==> src/rtl/hazard_pkg.sv <==
// Shared constants and compare helpers for the pipeline hazard controller.
package hazard_pkg;

    // D-stage operand select
    localparam logic [1:0] FWD_RF = 2'd0;
    localparam logic [1:0] FWD_E  = 2'd1;
    localparam logic [1:0] FWD_M  = 2'd2;

    // E-stage operand select
    localparam logic [1:0] FWD_EM = 2'd1;
    localparam logic [1:0] FWD_W  = 2'd2;

    localparam logic [1:0] TUSE_NONE = 2'd3;

    localparam int MULT_CYCLES_DEF = 5;
    localparam int DIV_CYCLES_DEF  = 10;
    localparam int MD_CNT_W        = 4;

    // A producer still in flight whose result arrives after the consumer needs it.
    function automatic logic raw_hazard(
        input logic [4:0] src,
        input logic [1:0] tuse,
        input logic [4:0] e_waddr,
        input logic [1:0] e_tnew,
        input logic [4:0] m_waddr,
        input logic [1:0] m_tnew
    );
        return (src != 5'd0) &&
               (((src == e_waddr) && (tuse < e_tnew)) ||
                ((src == m_waddr) && (tuse < m_tnew)));
    endfunction

    function automatic logic [1:0] d_fwd_sel(
        input logic [4:0] src,
        input logic [4:0] e_waddr,
        input logic [1:0] e_tnew,
        input logic [4:0] m_waddr,
        input logic [1:0] m_tnew
    );
        if (src == 5'd0)                             return FWD_RF;
        else if ((src == e_waddr) && (e_tnew == 2'd0)) return FWD_E;
        else if ((src == m_waddr) && (m_tnew == 2'd0)) return FWD_M;
        else                                         return FWD_RF;
    endfunction

    function automatic logic [1:0] e_fwd_sel(
        input logic [4:0] src,
        input logic [4:0] m_waddr,
        input logic [1:0] m_tnew,
        input logic [4:0] w_waddr
    );
        if (src == 5'd0)                             return FWD_RF;
        else if ((src == m_waddr) && (m_tnew == 2'd0)) return FWD_EM;
        else if (src == w_waddr)                     return FWD_W;
        else                                         return FWD_RF;
    endfunction

endpackage

==> src/rtl/md_busy_cnt.sv <==
// Multiply/divide busy counter: loads the operation latency on a start and
// counts down to zero; md_busy covers the start cycle plus every nonzero count.
module md_busy_cnt
    import hazard_pkg::*;
#(
    parameter int MULT_CYCLES = MULT_CYCLES_DEF,
    parameter int DIV_CYCLES  = DIV_CYCLES_DEF
) (
    input  logic clk,
    input  logic reset,
    input  logic start,
    input  logic is_div,
    output logic busy
);

    logic [MD_CNT_W-1:0] count;

    // NOTE: state registers use non-blocking assignments so every flop samples
    // the pre-edge values, regardless of block ordering in simulation.
    always_ff @(posedge clk) begin
        if (reset)
            count <= '0;
        else if (count != '0)
            count <= count - 1'b1;  // a start while counting is ignored
        else if (start)
            count <= is_div ? MD_CNT_W'(DIV_CYCLES) : MD_CNT_W'(MULT_CYCLES);
    end

    assign busy = !reset && (start || (count != '0));

endmodule

==> src/rtl/hazard_ctrl.sv <==
// Five-stage pipeline hazard/stall controller with operand forwarding selects.
// Optional macro STALL_CNT_EN adds a free-running 32-bit stall-cycle counter.
module hazard_ctrl
    import hazard_pkg::*;
#(
    parameter int MULT_CYCLES = MULT_CYCLES_DEF,
    parameter int DIV_CYCLES  = DIV_CYCLES_DEF
) (
    input  logic        clk,
    input  logic        reset,
    input  logic [4:0]  D_rs,
    input  logic [4:0]  D_rt,
    input  logic [1:0]  D_tuse_rs,
    input  logic [1:0]  D_tuse_rt,
    input  logic        D_md_use,
    input  logic [4:0]  E_rs,
    input  logic [4:0]  E_rt,
    input  logic [4:0]  E_waddr,
    input  logic [4:0]  M_waddr,
    input  logic [4:0]  W_waddr,
    input  logic [1:0]  E_tnew,
    input  logic [1:0]  M_tnew,
    input  logic        E_md_start,
    input  logic        E_md_div,
    output logic        F_pcWE,
    output logic        D_regWE,
    output logic        E_flush,
    output logic        stall,
    output logic        md_busy,
    output logic [1:0]  D_fwd_rs,
    output logic [1:0]  D_fwd_rt,
    output logic [1:0]  E_fwd_rs,
    output logic [1:0]  E_fwd_rt,
    output logic [31:0] stall_cnt
);

    logic stall_rs, stall_rt, stall_md;

    md_busy_cnt #(
        .MULT_CYCLES (MULT_CYCLES),
        .DIV_CYCLES  (DIV_CYCLES)
    ) u_md_busy_cnt (
        .clk    (clk),
        .reset  (reset),
        .start  (E_md_start),
        .is_div (E_md_div),
        .busy   (md_busy)
    );

    // NOTE: combinational block assigns every output a default first so no
    // path through it can leave a value held, which would infer a latch.
    always_comb begin
        stall_rs = 1'b0;
        stall_rt = 1'b0;
        stall_md = 1'b0;
        stall    = 1'b0;
        if (!reset) begin
            stall_rs = raw_hazard(D_rs, D_tuse_rs, E_waddr, E_tnew, M_waddr, M_tnew);
            stall_rt = raw_hazard(D_rt, D_tuse_rt, E_waddr, E_tnew, M_waddr, M_tnew);
            stall_md = D_md_use && md_busy;
            stall    = stall_rs || stall_rt || stall_md;
        end
    end

    assign F_pcWE  = !stall;
    assign D_regWE = !stall;
    assign E_flush = stall;

    // Writeback-to-D is bypassed inside the register file, so D only looks at E and M.
    assign D_fwd_rs = d_fwd_sel(D_rs, E_waddr, E_tnew, M_waddr, M_tnew);
    assign D_fwd_rt = d_fwd_sel(D_rt, E_waddr, E_tnew, M_waddr, M_tnew);
    assign E_fwd_rs = e_fwd_sel(E_rs, M_waddr, M_tnew, W_waddr);
    assign E_fwd_rt = e_fwd_sel(E_rt, M_waddr, M_tnew, W_waddr);

`ifdef STALL_CNT_EN
    logic [31:0] stall_cnt_q;

    always_ff @(posedge clk) begin
        if (reset)
            stall_cnt_q <= '0;
        else if (stall)
            stall_cnt_q <= stall_cnt_q + 32'd1;
    end

    assign stall_cnt = stall_cnt_q;
`else
    assign stall_cnt = 32'd0;
`endif

endmodule

==> config.mk <==
export PLATFORM = sky130hd
export DESIGN_NAME = hazard_ctrl
export DESIGN_NICKNAME = d
export VERILOG_FILES = /design/src/rtl/hazard_pkg.sv /design/src/rtl/md_busy_cnt.sv /design/src/rtl/hazard_ctrl.sv
export SDC_FILE = /design/constraint.sdc
export NUM_CORES = 1
export LEC_CHECK = 0
export CORE_MARGIN = 2
export CORE_UTILIZATION = 30
export CTS_BUF_LIST = sky130_fd_sc_hd__clkbuf_4
export DETAILED_ROUTE_END_ITERATION = 12
export PLACE_DENSITY = 0.74
export SETUP_SLACK_MARGIN = 0.3
export SLEW_MARGIN = 20
export SYNTH_ARGS = -nofsm -noshare
export SYNTH_HDL_FRONTEND = slang
export SYNTH_SLANG_ARGS = --single-unit
==> constraint.sdc <==
create_clock -name clk -period 3.35 [get_ports clk]
set_input_delay 0.5025 -clock clk [delete_from_list [all_inputs] [get_ports clk]]
set_output_delay 0.5025 -clock clk [all_outputs]
set_load 0.05 [all_outputs]
==> summary.md, run 1 <==
| Metric | Value |
|---|---|
| CTS tree | `done` |
| Synth cell types | `31` |
| Initial core utilization | `0.308` |
| Final setup violation count | `0` |
| Endpoint class of the critical path | `output port` |
| RD Place Congestion | `0.835` |
| CTS Buf Count | `3` |
| PortBufs | `60` |
| Chip height | `67.7 um` |
| Critical path fanouts, max | `4` |
| Crit Path Class | `input pin to output port` |
| Final wirelength | `3070 um` |
| Fin cells | `between 200 and 300` |
| Rows | `23` |
| # fillers | `413` |
| Placed cells | `around 270` |
| Root buf cell | `clkbuf_4` |
| Final HPWL DP | `2770 um` |
| Drt pass-1 iters | `4` |
| Hold_buf cts | `0` |
| Clk slew on worst S/H paths | `0.04 ns` |
| Diode count | `0` |
| Gr ovfl total | `0` |
| PwrDens | `324 nW/um2` |
| VDD IR-drop max | `0.000151 V` |
| Clk_skew | `0.0000383 ns` |
| Max-Cap Viols | `0` |
| GRT Total Usage | `0.138` |
| Synth Flop Type | `dfxtp_1` |
| Outcome | `completed` |
| Via density | `between 4 and 5` |
| Critical Path AT | `2.37 ns` |
| Die area | `4580 um2` |
| Fin Setup TNS | `0 ns` |
| FMAX | `0.348 GHz` |
| Minimum clock period | `2.87 ns` |
| Detailed Route Iter0 Violations | `43` |
| IO Pins | `93` |
| Area grow syn2layout | `44.8%` |
| Biggest regs | `u_md_busy_cnt.count: 4 flops` |
| Sinks on Clock Net | `4` |
| Number of global-route vias before repair | `1162` |
| Core ar. | `3940 um2` |
| Cell Area, Synth | `1220 um2` |
| FFs w/ async S/R, synth | `0` |
| Period Utilization, post-route | `0.857` |
| RSZ-0062 raised after global routing | `no` |
| Worst skew pair latency | `0.23 ns` |
| Lkg Pwr | `about 0.76 nW` |
| HP Class | `flip-flop to flip-flop` |
| Final Hold Fails | `0` |
| RR Startpoint | `u_md_busy_cnt.count[0]` |
| Post-synth top area share | `0.238` |
| Antenna violations before repair | `0` |
| WHS | `0.514 ns` |
| H-Tree Depth | `1` |
| Pwr Total | `0.570 mW` |
| Flops & latches, synth | `4` |
| Post-Syn Area per Cell | `7.51 um2` |
| Number of synthesis warnings | `0` |
| Largest net degree at the start of global routing | `7` |
| EDFF count, synth | `0` |
| Clk buf depth | `2` |
| Max reg flops | `4` |
| Hold Path Origin | `u_md_busy_cnt.count[3]` |
| Layout cells sized above 1 | `0.0856` |
| Critical path startpoint | `M_tnew[1]` |
| First-pass GRT wire length | `4970 um` |
| Area contributors post-synth | `xor2_1, buf_4, dfxtp_1, ha_1, xnor2_1` |
| Nets@finish | `278` |
| Sequential element share of the synthesized area | `0.0658` |
| Area leader, netlist | `xor2_1` |
| Syn Inst Count | `162` |
| Average wire per standard cell | `11.3 um` |
| Max Slew Vio Count | `0` |
| Die width | `~68 um` |
| Vias | `1181` |
| Largest register by flop count | `u_md_busy_cnt.count` |
| Startpoint types | `input pin` |
| CP Data Required Time | `around 2.9 ns` |
| Post-route ant nets | `0` |
| Residual DRC count | `0` |
[power by group]
part	total, mW	internal, mW	switching, mW	leakage (nW)
registers	0.0885	0.0689	0.0196	0.0333
clock network	0.0588	0.0400	0.0188	0.0138
logic	0.422	0.165	0.258	0.712
[synth_stat cells, types with 3 or more instances]
| master | n |
|---|---|
| ha_1 | 6 |
| nor4_1 | 7 |
| nand2_1 | 6 |
| buf_4 | 34 |
| xor2_1 | 33 |
| nor3_1 | 9 |
| nor2_1 | 12 |
| nand2b_1 | 5 |
| inv_1 | 5 |
| dfxtp_1 | 4 |
| xnor2_1 | 8 |
| or4_1 | 3 |
| a21oi_1 | 5 |
[final cells by class]
type | count | area (um2) | area share
tap | 50 | 62.6 | 0.0355
sequential | 4 | 80.1 | 0.0455
multi-input combinational | 150 | 978 | 0.556
timing repair buffer | 60 | 598 | 0.340
inverter | 5 | 18.8 | 0.0107
clock buffer | 3 | 22.5 | 0.0128
[through the flow]
stage	util	instance area [um2]	setup WS (ns)
2_1_floorplan	-	1330	0.441
3_3_place_gp	0.441	1740	0.281
3_5_place_dp	0.441	1740	0.255
4_1_cts	0.447	1760	0.401
5_1_grt	0.447	1760	0.359
6_report	0.447	1760	0.481
[cell families after synthesis]
logic type / Yosys count / share of synthesized area
adder cells (fa/ha/maj): 6 / 0.0617
AO/OA/AOI/OAI: 18 / 0.112
other: 1 / 0.00308
XOR/XNOR: 41 / 0.295
AND/OR/NAND/NOR: 53 / 0.237
flip-flops: 4 / 0.0658
buffers and inverters: 39 / 0.225
[repair_timing]
action                                  4_1_cts  5_1_grt
gates resized for setup                       2        1
setup buffers                                 0        0
endpoints found under the setup margin        2        2
[critical path, stage by stage]
cell and delay [ns]:
clkdlybuf4s50_1 0.55, inv_1 0.09, ha_1 0.29, a2111oi_2 0.30
a22oi_1 0.13, nor2_2 0.13, o21ba_2 0.22, buf_12 0.15
[path summary, 6_finish.rpt]
kind	to	slack, ns	cells past startpoint
min	u_md_busy_cnt.count[3]	0.51	2
min reg2reg	u_md_busy_cnt.count[3]	0.51	2
max	stall	0.48	8
max reg2reg	u_md_busy_cnt.count[0]	1.86	5
[cells in the final DEF (no fill, tap or decap), types with 3 or more instances in the layout]
| cell type | count |
|---|---|
| xor2_1 | 33 |
| nor3_1 | 9 |
| nor4_1 | 7 |
| dfxtp_1 | 4 |
| nand2b_1 | 5 |
| clkdlybuf4s50_1 | 48 |
| a21oi_1 | 5 |
| xnor2_1 | 8 |
| nor2_1 | 12 |
| or4_1 | 3 |
| inv_1 | 5 |
| clkbuf_4 | 3 |
| buf_4 | 8 |
| nand2_1 | 6 |
| ha_1 | 6 |
| conb_1 | 32 |
[metal layers]
layer  part of all wire  GRT usage  up-vias
met5                  0          0        -
met4              0.013     0.0153        0
met3               0.10     0.0367        4
met2               0.45      0.237       56
met1               0.44      0.176      507
li1                   -          -      614
Power figures use the tool's default switching activity.
==> inputs of run 2 (changes only) <==
--- a/config.mk
+++ b/config.mk
@@ -9,6 +9,7 @@
 export CORE_UTILIZATION = 30
 export CTS_BUF_LIST = sky130_fd_sc_hd__clkbuf_4
 export DETAILED_ROUTE_END_ITERATION = 12
+export HOLD_SLACK_MARGIN = 0.02
 export PLACE_DENSITY = 0.74
 export SETUP_SLACK_MARGIN = 0.3
 export SLEW_MARGIN = 20
==> results of run 2 <==
Same layout as run 1: the final DEF is identical, and so are final timing and power.
==> inputs of run 3 (changes only) <==
--- a/config.mk
+++ b/config.mk
@@ -6,11 +6,11 @@
 export NUM_CORES = 1
 export LEC_CHECK = 0
 export CORE_MARGIN = 2
-export CORE_UTILIZATION = 30
+export CORE_UTILIZATION = 38
 export CTS_BUF_LIST = sky130_fd_sc_hd__clkbuf_4
 export DETAILED_ROUTE_END_ITERATION = 12
 export HOLD_SLACK_MARGIN = 0.02
-export PLACE_DENSITY = 0.74
+export PLACE_DENSITY = 0.9
 export SETUP_SLACK_MARGIN = 0.3
 export SLEW_MARGIN = 20
 export SYNTH_ARGS = -nofsm -noshare
==> summary.md, run 3 (synthesized netlist as in run 1, its figures left out) <==
| Metric | Value |
|---|---|
| FMAX | `0.344 GHz` |
| Fin area | `1790 um2` |
| Sinks on Clock Net | `4` |
| Setup ws final | `0.441 ns` |
| Period Utilization, post-route | `0.868` |
| CP Cell Sequence | `clkdlybuf4s50_1 -> inv_1 -> ha_1 -> a2111oi_2 -> a22oi_1 -> nor2_2 -> o21ba_1 -> buf_12` |
| Rows | `20` |
| RD Place Congestion | `0.845` |
| CTS tree | `done` |
| Die area | `approximately 3700 um2` |
| Layout cells sized above 1 | `0.0852` |
| Comb pwr share | `0.745` |
| Hold Path Origin | `u_md_busy_cnt.count[3]` |
| Initial core utilization | `0.398` |
| GRT Total Usage | `0.166` |
| NetSw | `0.305 mW` |
| Hold_buf cts | `0` |
| Via density | `4.60` |
| Fin Setup TNS | `0 ns` |
| Clk_skew | `0.00242 ns` |
| Max reg flops | `4` |
| Antenna violations before repair | `0` |
| PortBufs | `60` |
| Final HPWL DP | `~2700 um` |
| Vias | `approximately 1200` |
| RR Startpoint | `u_md_busy_cnt.count[0]` |
| Root buf cell | `clkbuf_4` |
| Core ar. | `3050 um2` |
| Bufs and invs on worst path | `3` |
| Clk slew on worst S/H paths | `0.04 ns` |
| Post-cts sizing count | `2` |
| Nets@finish | `about 280` |
| Outcome | `completed` |
| Pwr Total | `approximately 0.59 mW` |
| Diode count | `0` |
| FF-to-FF path depth | `5` |
| Power share of the clock group | `0.104` |
| Most common library cell in the layout ignoring fill and taps | `clkdlybuf4s50_1` |
| Clk buf depth | `2` |
| Critical path fanouts, max | `4` |
| Critical Path AT | `2.41 ns` |
| Worst skew pair latency | `roughly 0.24 ns` |
| Final setup violation count | `0` |
| P_int | `0.283 mW` |
| Max-Cap Viols | `0` |
| Residual DRC count | `0` |
| Final Hold Fails | `0` |
| Delay-heaviest family, CP | `buffers and inverters` |
| Crit path depth | `8` |
| WHS | `between 0.5 and 0.6 ns` |
| Minimum clock period | `2.91 ns` |
| Switching share of power | `0.519` |
| Hold depth | `2` |
| First-pass GRT wire length | `4790 um` |
| Largest net degree at the start of global routing | `7` |
| Placed instance area | `1770 um2` |
| Crit Path Class | `input pin to output port` |
| Endpoint class of the critical path | `output port` |
| CP max stage delay | `0.53 ns` |
| Final wirelength | `3010 um` |
| Max Slew Vio Count | `0` |
| Detailed Route Iter0 Violations | `27` |
| Crit path max-delay cell type | `clkdlybuf4s50_1` |
| CP Data Required Time | `between 2 and 3 ns` |
| Startpoint types | `input pin` |
| Post-route ant nets | `0` |
| Lkg Pwr | `0.782 nW` |
| IO Pins | `93` |
| Most frequent cells in the layout | `clkdlybuf4s50_1, xor2_1, conb_1, nor2_1, nor3_1` |
| Post-CTS setup buffers | `0` |
| Area grow syn2layout | `46.8%` |
| Largest register by flop count | `u_md_busy_cnt.count` |
| RSZ-0062 raised after global routing | `no` |
| CTS Buf Count | `3` |
| Average wire per standard cell | `between 10 and 15 um` |
| Biggest regs | `u_md_busy_cnt.count: 4 flops` |
| Chip height | `60.6 um` |
| Seq pwr share | `0.151` |
| HP Class | `flip-flop to flip-flop` |
| # fillers | `284` |
| Critical path startpoint | `M_tnew[1]` |
| Drt pass-1 iters | `4` |
| Number of global-route vias before repair | `1135` |
| VDD IR-drop max | `between 0.0001 and 0.00015 V` |
| H-Tree Depth | `1` |
| PwrDens | `~330 nW/um2` |
| Pre-CTS setup slack | `0.252 ns` |
| Gr ovfl total | `0` |
| Die width | `60.6 um` |
[run 3: power by group through the flow]
stage	logic, mW	clock network [mW]	registers, mW
after detailed placement	0.436	0	0.0893
after floorplan	0.321	0	0.0853
after CTS	0.437	0.0620	0.0888
after global routing	0.471	0.0643	0.0924
after global placement	0.427	0	0.0888
final	0.438	0.0612	0.0889
[run 3: metal layers]
metal / wire length (um) / up-vias / global-route usage
li1: - / 620 / -
met1: 1360 / 545 / 0.223
met2: 1370 / 60 / 0.278
met3: 257 / 2 / 0.0299
met4: 16 / 0 / 0.0311
met5: 0 / - / 0
[run 3: area by class of cell]
| class | count | area [um2] | share of cell area |
|---|---|---|---|
| repair buffers | 61 | 631 | 0.353 |
| well taps | 44 | 55.1 | 0.0308 |
| clock buffers | 3 | 22.5 | 0.0126 |
| inverters | 5 | 18.8 | 0.0105 |
| multi-input cells | 150 | 978 | 0.548 |
| flip-flops and latches | 4 | 80.1 | 0.0448 |
[run 3: worst min-delay path, stage by stage, from the launching register on]
cell     delay (ns)
dfxtp_1        0.33
o31ai_1        0.07
a21oi_1        0.06
[run 3: worst paths after layout]
check / to / slack (ns)
worst max-delay path: E_flush / 0.44
worst min-delay path: u_md_busy_cnt.count[3] / 0.51
worst max register to register: u_md_busy_cnt.count[0] / 1.84
worst min register to register: u_md_busy_cnt.count[3] / 0.51
[run 3: stage by stage]
| stage | utilization | cells |
|---|---|---|
| 2_1_floorplan | - | 193 |
| 3_3_place_gp | 0.578 | 264 |
| 3_5_place_dp | 0.578 | 264 |
| 4_1_cts | 0.585 | 267 |
| 5_1_grt | 0.585 | 267 |
| 6_report | 0.585 | 267 |
